<file path="config.mk">
export PLATFORM = sky130hd
export DESIGN_NAME = mem_access_ctrl
export DESIGN_NICKNAME = d
export VERILOG_FILES = /design/src/rtl/mem_access_ctrl.sv
export SDC_FILE = /design/constraint.sdc
export NUM_CORES = 1
export LEC_CHECK = 0
export ABC_AREA = 1
export BUFFER_PORTS_ARGS = -buffer_cell sky130_fd_sc_hd__buf_2
export CORE_AREA = 2 2 91 66
export CTS_BUF_LIST = sky130_fd_sc_hd__clkbuf_2
export DETAILED_ROUTE_END_ITERATION = 16
export DIE_AREA = 0 0 93 68
export PLACE_DENSITY = 0.75
export SETUP_SLACK_MARGIN = 0.5
export SYNTH_ARGS = -nofsm -noshare
export SYNTH_HDL_FRONTEND = slang
export SYNTH_SLANG_ARGS = --single-unit
</file>
<file path="constraint.sdc">
create_clock -name clk -period 2.05 [get_ports clk]
set_input_delay 0.5125 -clock clk [delete_from_list [all_inputs] [get_ports clk]]
set_output_delay 0.5125 -clock clk [all_outputs]
set_load 0.01 [all_outputs]
</file>
<file path="src/rtl/mem_access_ctrl.sv">
// mem_access_ctrl
// ---------------------------------------------------------------------------
// Runs one read or write transaction on a synchronous data memory, starting
// from the registered address of the memory address register. It drives
// address, write data, enable and write-enable toward memory. It inserts a
// programmable number of wait states, then waits on the memory ready
// handshake. Read data is captured into a holding register, and completion is
// signalled with a one-cycle done pulse.
//
// Optional feature macro: MEM_TIMEOUT_EN
//   defined   - a WAIT-cycle timeout aborts the transaction after TIMEOUT
//               cycles, pulsing err together with done
//   undefined - WAIT lasts until mem_ready; err is tied low
//
// Ports:
//   clk        in   system clock, all state on rising edge
//   rst_n      in   asynchronous active-low reset
//   addr_in    in   [AW] address from the address register
//   wdata_in   in   [DW] write data from the data register
//   rd_req     in   read request, sampled in IDLE only
//   wr_req     in   write request, sampled in IDLE only (wins over rd_req)
//   busy       out  transaction in progress
//   done       out  one-cycle completion pulse
//   rdata      out  [DW] captured read data
//   mem_addr   out  [AW] memory address
//   mem_wdata  out  [DW] memory write data
//   mem_en     out  memory enable
//   mem_we     out  memory write enable
//   mem_rdata  in   [DW] memory read data
//   mem_ready  in   memory ready/ack
//   err        out  timeout pulse
// ---------------------------------------------------------------------------
module mem_access_ctrl #(
    parameter int AW          = 15,
    parameter int DW          = 16,
    parameter int WAIT_CYCLES = 2,
    parameter int TIMEOUT     = 63
) (
    input  logic          clk,
    input  logic          rst_n,
    input  logic [AW-1:0] addr_in,
    input  logic [DW-1:0] wdata_in,
    input  logic          rd_req,
    input  logic          wr_req,
    output logic          busy,
    output logic          done,
    output logic [DW-1:0] rdata,
    output logic [AW-1:0] mem_addr,
    output logic [DW-1:0] mem_wdata,
    output logic          mem_en,
    output logic          mem_we,
    input  logic [DW-1:0] mem_rdata,
    input  logic          mem_ready,
    output logic          err
);

    typedef enum logic [1:0] {
        IDLE,
        SETUP,
        WAIT,
        DONE
    } state_t;

    // Elaboration-time parameter sanity checks
    if (WAIT_CYCLES < 0 || WAIT_CYCLES > 15) begin : g_badWait
        $error("mem_access_ctrl: WAIT_CYCLES must be 0..15");
    end
    if (TIMEOUT < 1) begin : g_badTimeout
        $error("mem_access_ctrl: TIMEOUT must be at least 1");
    end

    state_t        r_state;
    state_t        w_nextState;
    logic [3:0]    r_waitCnt;
    logic          r_opWrite;
    logic          r_busy;
    logic          r_done;
    logic          r_memEn;
    logic          r_memWe;
    logic [AW-1:0] r_memAddr;
    logic [DW-1:0] r_memWdata;
    logic [DW-1:0] r_rdata;
    logic          w_accept;
    logic          w_readyOk;
    logic          w_timeout;
    logic          w_opNext;

    assign w_accept  = (r_state == IDLE) && (rd_req || wr_req);
    // Ready only counts once the wait states have been used up
    assign w_readyOk = (r_state == WAIT) && (r_waitCnt == 4'd0) && mem_ready;
    // The operation for the next cycle: freshly sampled on accept, else held
    assign w_opNext  = (r_state == IDLE) ? wr_req : r_opWrite;

`ifdef MEM_TIMEOUT_EN
    localparam int ToW = (TIMEOUT > 1) ? $clog2(TIMEOUT + 1) : 1;

    logic [ToW-1:0] r_toCnt;
    logic           r_err;

    // Completion by ready takes priority over a timeout on the same edge
    assign w_timeout = (r_state == WAIT) && !w_readyOk &&
                       (r_toCnt == ToW'(TIMEOUT - 1));

    // Count WAIT cycles; cleared in SETUP so each transaction starts fresh
    always_ff @(posedge clk or negedge rst_n) begin
        if (!rst_n) begin
            r_toCnt <= '0;
            r_err   <= 1'b0;
        end else begin
            if (r_state == SETUP) begin
                r_toCnt <= '0;
            end else if (r_state == WAIT) begin
                r_toCnt <= r_toCnt + 1'b1;
            end
            r_err <= w_timeout;
        end
    end

    assign err = r_err;
`else
    assign w_timeout = 1'b0;
    assign err       = 1'b0;
`endif

    // Next-state logic
    always_comb begin
        w_nextState = r_state;
        case (r_state)
            IDLE:    if (w_accept) w_nextState = SETUP;
            SETUP:   w_nextState = WAIT;
            WAIT:    if (w_readyOk || w_timeout) w_nextState = DONE;
            DONE:    w_nextState = IDLE;
            default: w_nextState = IDLE;
        endcase
    end

    // State, datapath and registered outputs. Outputs are decoded from the
    // next state so they line up with the state they describe.
    always_ff @(posedge clk or negedge rst_n) begin
        if (!rst_n) begin
            r_state    <= IDLE;
            r_waitCnt  <= 4'd0;
            r_opWrite  <= 1'b0;
            r_busy     <= 1'b0;
            r_done     <= 1'b0;
            r_memEn    <= 1'b0;
            r_memWe    <= 1'b0;
            r_memAddr  <= '0;
            r_memWdata <= '0;
            r_rdata    <= '0;
        end else begin
            r_state <= w_nextState;

            if (w_accept) begin
                r_memAddr  <= addr_in;
                r_memWdata <= wdata_in;
                r_opWrite  <= wr_req;
            end

            if (r_state == SETUP) begin
                r_waitCnt <= 4'(WAIT_CYCLES);
            end else if (r_state == WAIT && r_waitCnt != 4'd0) begin
                r_waitCnt <= r_waitCnt - 4'd1;
            end

            if (w_readyOk && !r_opWrite) begin
                r_rdata <= mem_rdata;
            end

            r_busy  <= (w_nextState != IDLE);
            r_done  <= (w_nextState == DONE);
            r_memEn <= (w_nextState == SETUP) || (w_nextState == WAIT);
            r_memWe <= ((w_nextState == SETUP) || (w_nextState == WAIT)) && w_opNext;
        end
    end

    assign busy      = r_busy;
    assign done      = r_done;
    assign rdata     = r_rdata;
    assign mem_addr  = r_memAddr;
    assign mem_wdata = r_memWdata;
    assign mem_en    = r_memEn;
    assign mem_we    = r_memWe;

endmodule

</file>
=== Yosys cells after proc, flatten, opt, wreduce, memory -nomap -nowiden ===
Index checks and enable logic that the tools add are counted.

* Reduce and logical (&&, ||, !) cells: 14
* Add/subtract/negate cells: 1
* Mux-type cells: 6
* Equal/unequal tests: 6

{| class="wikitable"
|+ Operators by type and width
! operator !! count
|-
| $eq 2x2->1 const B || 4
|-
| $mux 4 || 2
|-
| $pmux 2 s4 || 1
|-
| $logic_and 1x1->1 || 6
|-
| $eq 2x1->1 const B || 2
|-
| $logic_not 4->1 || 1
|-
| $mux 2 || 2
|-
| $reduce_bool 2->1 || 2
|-
| $reduce_bool 4->1 || 1
|-
| $sub 4x1->4 const B || 1
|-
| $logic_not 2->1 || 1
|-
| $logic_or 1x1->1 || 2
|-
| $logic_not 1->1 || 1
|-
| $mux 1 || 1
|}

* Logic and storage cells: 37
* Input bits: 52
* Register bits: 58
* Output and inout bits: 52

=== Depth between registers and ports, before layout ===
* Word-level depth: 8
* Mapped depth: 10
* Gate-level depth less buffers: 10

=== Worst setup path after synthesis ===
OpenSTA, ideal clock, no wires.

* Path type: register -> register
* From: reg r_state[0]
* To: reg r_memWe (netlist: mem_we)
* Cell stages (with the launch flop): 9
* Setup slack: 318 ps
* Arrival time: 1613 ps
* Required time: 1931 ps
* Period minus slack after synthesis: 1732 ps
* Library setup time: 119 ps
* Path buffers: 0
* Cell sequence: dfrtp_1 -> inv_1 -> ha_1 -> nand2_1 -> nand2_1 -> a21oi_1 -> nand2_1 -> ha_1 -> and2_1

* Cells in the longest elaborated chain, start to end: 8
* Elaborated cells on any way between the ends: 15
* Classes of those cells: eq/ne (5); mux (4); reduce/logical (6)

{| class="wikitable"
|+ Ends and longest elaborated chain
! item !! RTL line !! text
|-
| from (decl) || 72 || <nowiki>state_t r_state;</nowiki>
|-
| from (signal assigned) || 152 || <nowiki>r_state <= w_nextState;</nowiki>
|-
| $eq 2x2->1 || 90, 128 ||
|-
| $logic_and 1x1->1 (2 in a row) || 90 || <nowiki>assign w_readyOk = (r_state == WAIT) && (r_waitCnt == 4'd0) && mem_ready;</nowiki>
|-
| $mux 2 || 131 || <nowiki>WAIT: if (w_readyOk || w_timeout) w_nextState = DONE;</nowiki>
|-
| $pmux 2 s4 || 128 || <nowiki>case (r_state)</nowiki>
|-
| $eq 2x1->1 or $eq 2x2->1 (tied branches) || 173 || <nowiki>r_memWe <= ((w_nextState == SETUP) || (w_nextState == WAIT)) && w_opNext;</nowiki>
|-
| $logic_or 1x1->1 || 173 ||
|-
| $logic_and 1x1->1 (*) || 173 ||
|-
| to (signal assigned) || 173 ||
|-
| to (decl) || 79 || <nowiki>logic r_memWe;</nowiki>
|}

Mark *: on every way between the ends. The rest lies on a longest branch, timed or not.
A chain may end at the register's enable or synchronous reset.

=== Worst setup path after layout ===
* From: reg r_memWdata[14] (netlist: mem_wdata[14])
* To: out mem_wdata[14]

{| class="wikitable"
|+ RTL lines
! item !! RTL line !! text
|-
| from (decl) || 81 || <nowiki>logic [DW-1:0] r_memWdata;</nowiki>
|-
| from (signal assigned) || 156 || <nowiki>r_memWdata <= wdata_in;</nowiki>
|-
| to (decl) || 49 || <nowiki>output logic [DW-1:0] mem_wdata,</nowiki>
|}

No word-level cell between the ends.

==> impl_metrics.sql <==
INSERT INTO impl_metrics (metric_group, metric, value, unit) VALUES
('routing', 'via_count', '2200', ''),
('grt', 'met3_global_route_usage', '8.480', '%'),
('yosys', 'synthesis.area_per_instance', '9.043', 'sq um'),
('grt', 'busiest_layer', 'met2', ''),
('timing', 'setup_violating_endpoint_count_in_the_final_report', '0', ''),
('setup_path', 'worstPathRequired', '1.54', 'ns'),
('routing', 'drt-initial-drc-count', '114', ''),
('clocking', 'cts_root_buf', 'clkbuf_2', ''),
('grt', 'globalRoute.totalOverflow', '0', ''),
('setup_path', 'worst_r2r_path_depth', '10', ''),
('floorplanning', 'row_count', '23', ''),
('yosys', 'synth_ff_type', 'dfrtp_1', ''),
('yosys', 'synth-edff-count', '0', ''),
('timing', 'finalMaxSlewViolations', '0', ''),
('routing', 'post_drt_via_cell_ratio', '4.632', ''),
('timing', 'timing.slew.headroom', '65.70', '%'),
('yosys', 'synth_area_leader', 'dfrtp_1', ''),
('grt', 'grt.met2_usage', '27.99', '%'),
('yosys', 'synth.distinct_cells', '21', ''),
('yosys', 'ys_warn_count', '0', ''),
('clocking', 'htree_num_levels', '3', ''),
('yosys', 'synth_compound_gate_area_share', '1.363', '%'),
('timing', 'timing.final.hold_violations', '0', ''),
('layout', 'final_cell_mix', 'nand2_1, buf_2, dfrtp_1, nand3_1, buf_4', ''),
('timing', 'fin_setup_tns', '0', 'ns'),
('routing', 'routed_wire_length_per_instance', '12.31', 'um'),
('setup_path', 'worstReg2RegStart', 'r_state[0]', ''),
('setup_path', 'critical_path.top_delay_family', 'flip-flops', ''),
('yosys', 'synth.mux.area_fraction', '0', '%'),
('setup_path', 'critical_path.endpoint_type', 'primary output', ''),
('timing', 'rsz0062_at_grt', 'true', ''),
('timing', 'fmaxAchievable', '645.6', 'MHz'),
('floorplanning', 'floorplan.die_area', '6324', 'sq um'),
('clocking', 'clk_pin_slew_worst_paths', '0.16', 'ns'),
('layout', 'final_layout_size_suffix_gt1_share', '40.00', '%'),
('setup_path', 'crit_path_max_fanout', '2', ''),
('grt', 'grt_pass1_vias', '1906', ''),
('yosys', 'xor_and_xnor_fraction_of_the_mapped_netlist_area', '0.3669', '%'),
('routing', 'drtPass1Iterations', '4', ''),
('setup_path', 'r2r_slack', '0.53', 'ns'),
('yosys', 'synth-async-reset-ratio', '100.0', '%'),
('layout', 'area_growth_syn_to_layout', '41.51', '%'),
('layout', 'final-instance-count-excl-fill', '475', ''),
('routing', 'drc', '0', ''),
('yosys', 'ys_seq_elements', '58', ''),
('timing', 'worst_clock_skew', '0.02054', 'ns'),
('min_path', 'min_delay_worst_endpoint', 'mem_wdata[11]', ''),
('yosys', 'syn-instance-count', '264', ''),
('timing', 'final.period_utilization', '75.56', '%'),
('floorplanning', 'chipHeight', '68', 'um'),
('yosys', 'synth_seq_area_share', '60.80', '%'),
('yosys', 'net_count_after_synthesis', '321', ''),
('min_path', 'hold_path_start', 'wdata_in[11]', ''),
('layout', 'final_common_cell', 'nand2_1', ''),
('floorplanning', 'floorplan.initialDensity', '43.21', '%'),
('setup_path', 'setup.worst_path.start_class', 'flip-flop', ''),
('setup_path', 'criticalPathCategory', 'flip-flop to primary output', ''),
('clocking', 'cts_tree', 'built', ''),
('placement', 'dpl.hpwl', '3795', 'um'),
('clocking', 'clk-insertion-delay-late', '0.47', 'ns'),
('grt', 'grt_antenna_before_repair', '0', ''),
('setup_path', 'worst_r2r_endpoint', 'mem_we', ''),
('timing', 'tightestPinTransition', '0.5145', 'ns'),
('grt', 'pin_count_of_the_biggest_net_entering_global_routing', '34', ''),
('floorplanning', 'io_pins', '104', ''),
('run_status', 'run_status', 'completed', ''),
('pwr', 'power_density', '1497', 'nW/um^2'),
('yosys', 'synth_top_family_by_area', 'simple AND/OR/NAND/NOR gates', ''),
('setup_path', 'startpoint', 'mem_wdata[14]', ''),
('setup_path', 'ordered_cell_list_for_the_critical_path', 'buf_6', ''),
('min_path', 'timing.hold.worst.class', 'input port to flip-flop', '');
what timing repair did:
action                                  in CTS  in global routing
hold buffers                                 1                  0
gates resized for setup                      3                 14
endpoints found under the setup margin      67                 69
buffers inserted                             6                 18
hold endpoints to repair                    18                  0
pin swaps                                    0                  2
power by group:
group | switching [uW] | internal (uW) | total (uW)
clock network | 395 | 155 | 550
logic | 1350 | 1210 | 2570
registers | 285 | 1660 | 1940
total | 2030 | 3030 | 5060
cell usage after synthesis, types with 2 or more instances:
master    instances
nand2_1         127
dfrtp_1          58
nand3_1          34
inv_1             9
clkbuf_1          5
ha_1              5
nor2_1            5
buf_4             4
o21ai_0           3
a21oi_1           2
buf_2             2
per-stage QoR:
step | power (uW) | util (%) | worst slack (ns) | area (sq um) | hold WS, ns
after floorplan | 3255 | - | 0.5017 | 2416 | 0.2169
after global placement | 3955 | 54.53 | 0.4508 | 3013 | 0.4589
after detailed placement | 4028 | 54.53 | 0.3876 | 3013 | 0.4628
after CTS | 4683 | 57.00 | 0.4396 | 3149 | 0.1572
after global routing | 5524 | 61.14 | 0.3898 | 3378 | 0.1470
final | 5057 | 61.14 | 0.5010 | 3378 | 0.2211
metal layers:
| layer | part of all wire [%] | routed length, um |
|---|---|---|
| met2 | 45 | 2611 |
| met5 | 0 | 0 |
| met3 | 9.3 | 541 |
| met1 | 46 | 2662 |
| met4 | 0.50 | 29 |
registers in the layout, summed over array words and instances, names as in the netlist:
| signal | count |
|---|---|
| mem_addr | 15 |
| r_opWrite | 1 |
| busy | 1 |
| done | 1 |
| mem_wdata | 16 |
| r_state | 2 |
| mem_en | 1 |
| mem_we | 1 |
| r_waitCnt | 4 |
| rdata | 16 |
layout make-up:
cell class              instances  area [sq um]
fillers                       483          2147
flip-flops and latches         58          1451
multi-input cells             184         894.6
repair buffers                132         819.5
well taps                      75         93.84
clock buffers                  11         55.05
inverters                      10         42.54
clock inverters                 5         21.27
worst register-to-register path, stage by stage (launching register included):
cell and delay [ns]:
dfrtp_1 0.42, inv_2 0.11, ha_4 0.15, nand2_1 0.06, inv_2 0.07, nand3_1 0.07
nand2_1 0.08, nand2_2 0.07, nand2_2 0.08, ha_4 0.19, and2_1 0.15
cell families after synthesis:
family,count (synthesis)
xor+xnor,1
other cells,1
flops,58
simple gates,171
buf+inv,22
fa+ha+maj,5
compound gates,6
how the worst max path moves through the flow:
stage,endpoint,slack (ns),cells after the start
3_5_place_dp,mem_we,0.39,10
4_1_cts,rdata[0],0.44,1
6_report,mem_wdata[14],0.50,1
5_1_grt,mem_wdata[14],0.39,1
2_1_floorplan,mem_we,0.50,10
3_3_place_gp,mem_we,0.45,10
(Power assumes the default switching activity.)
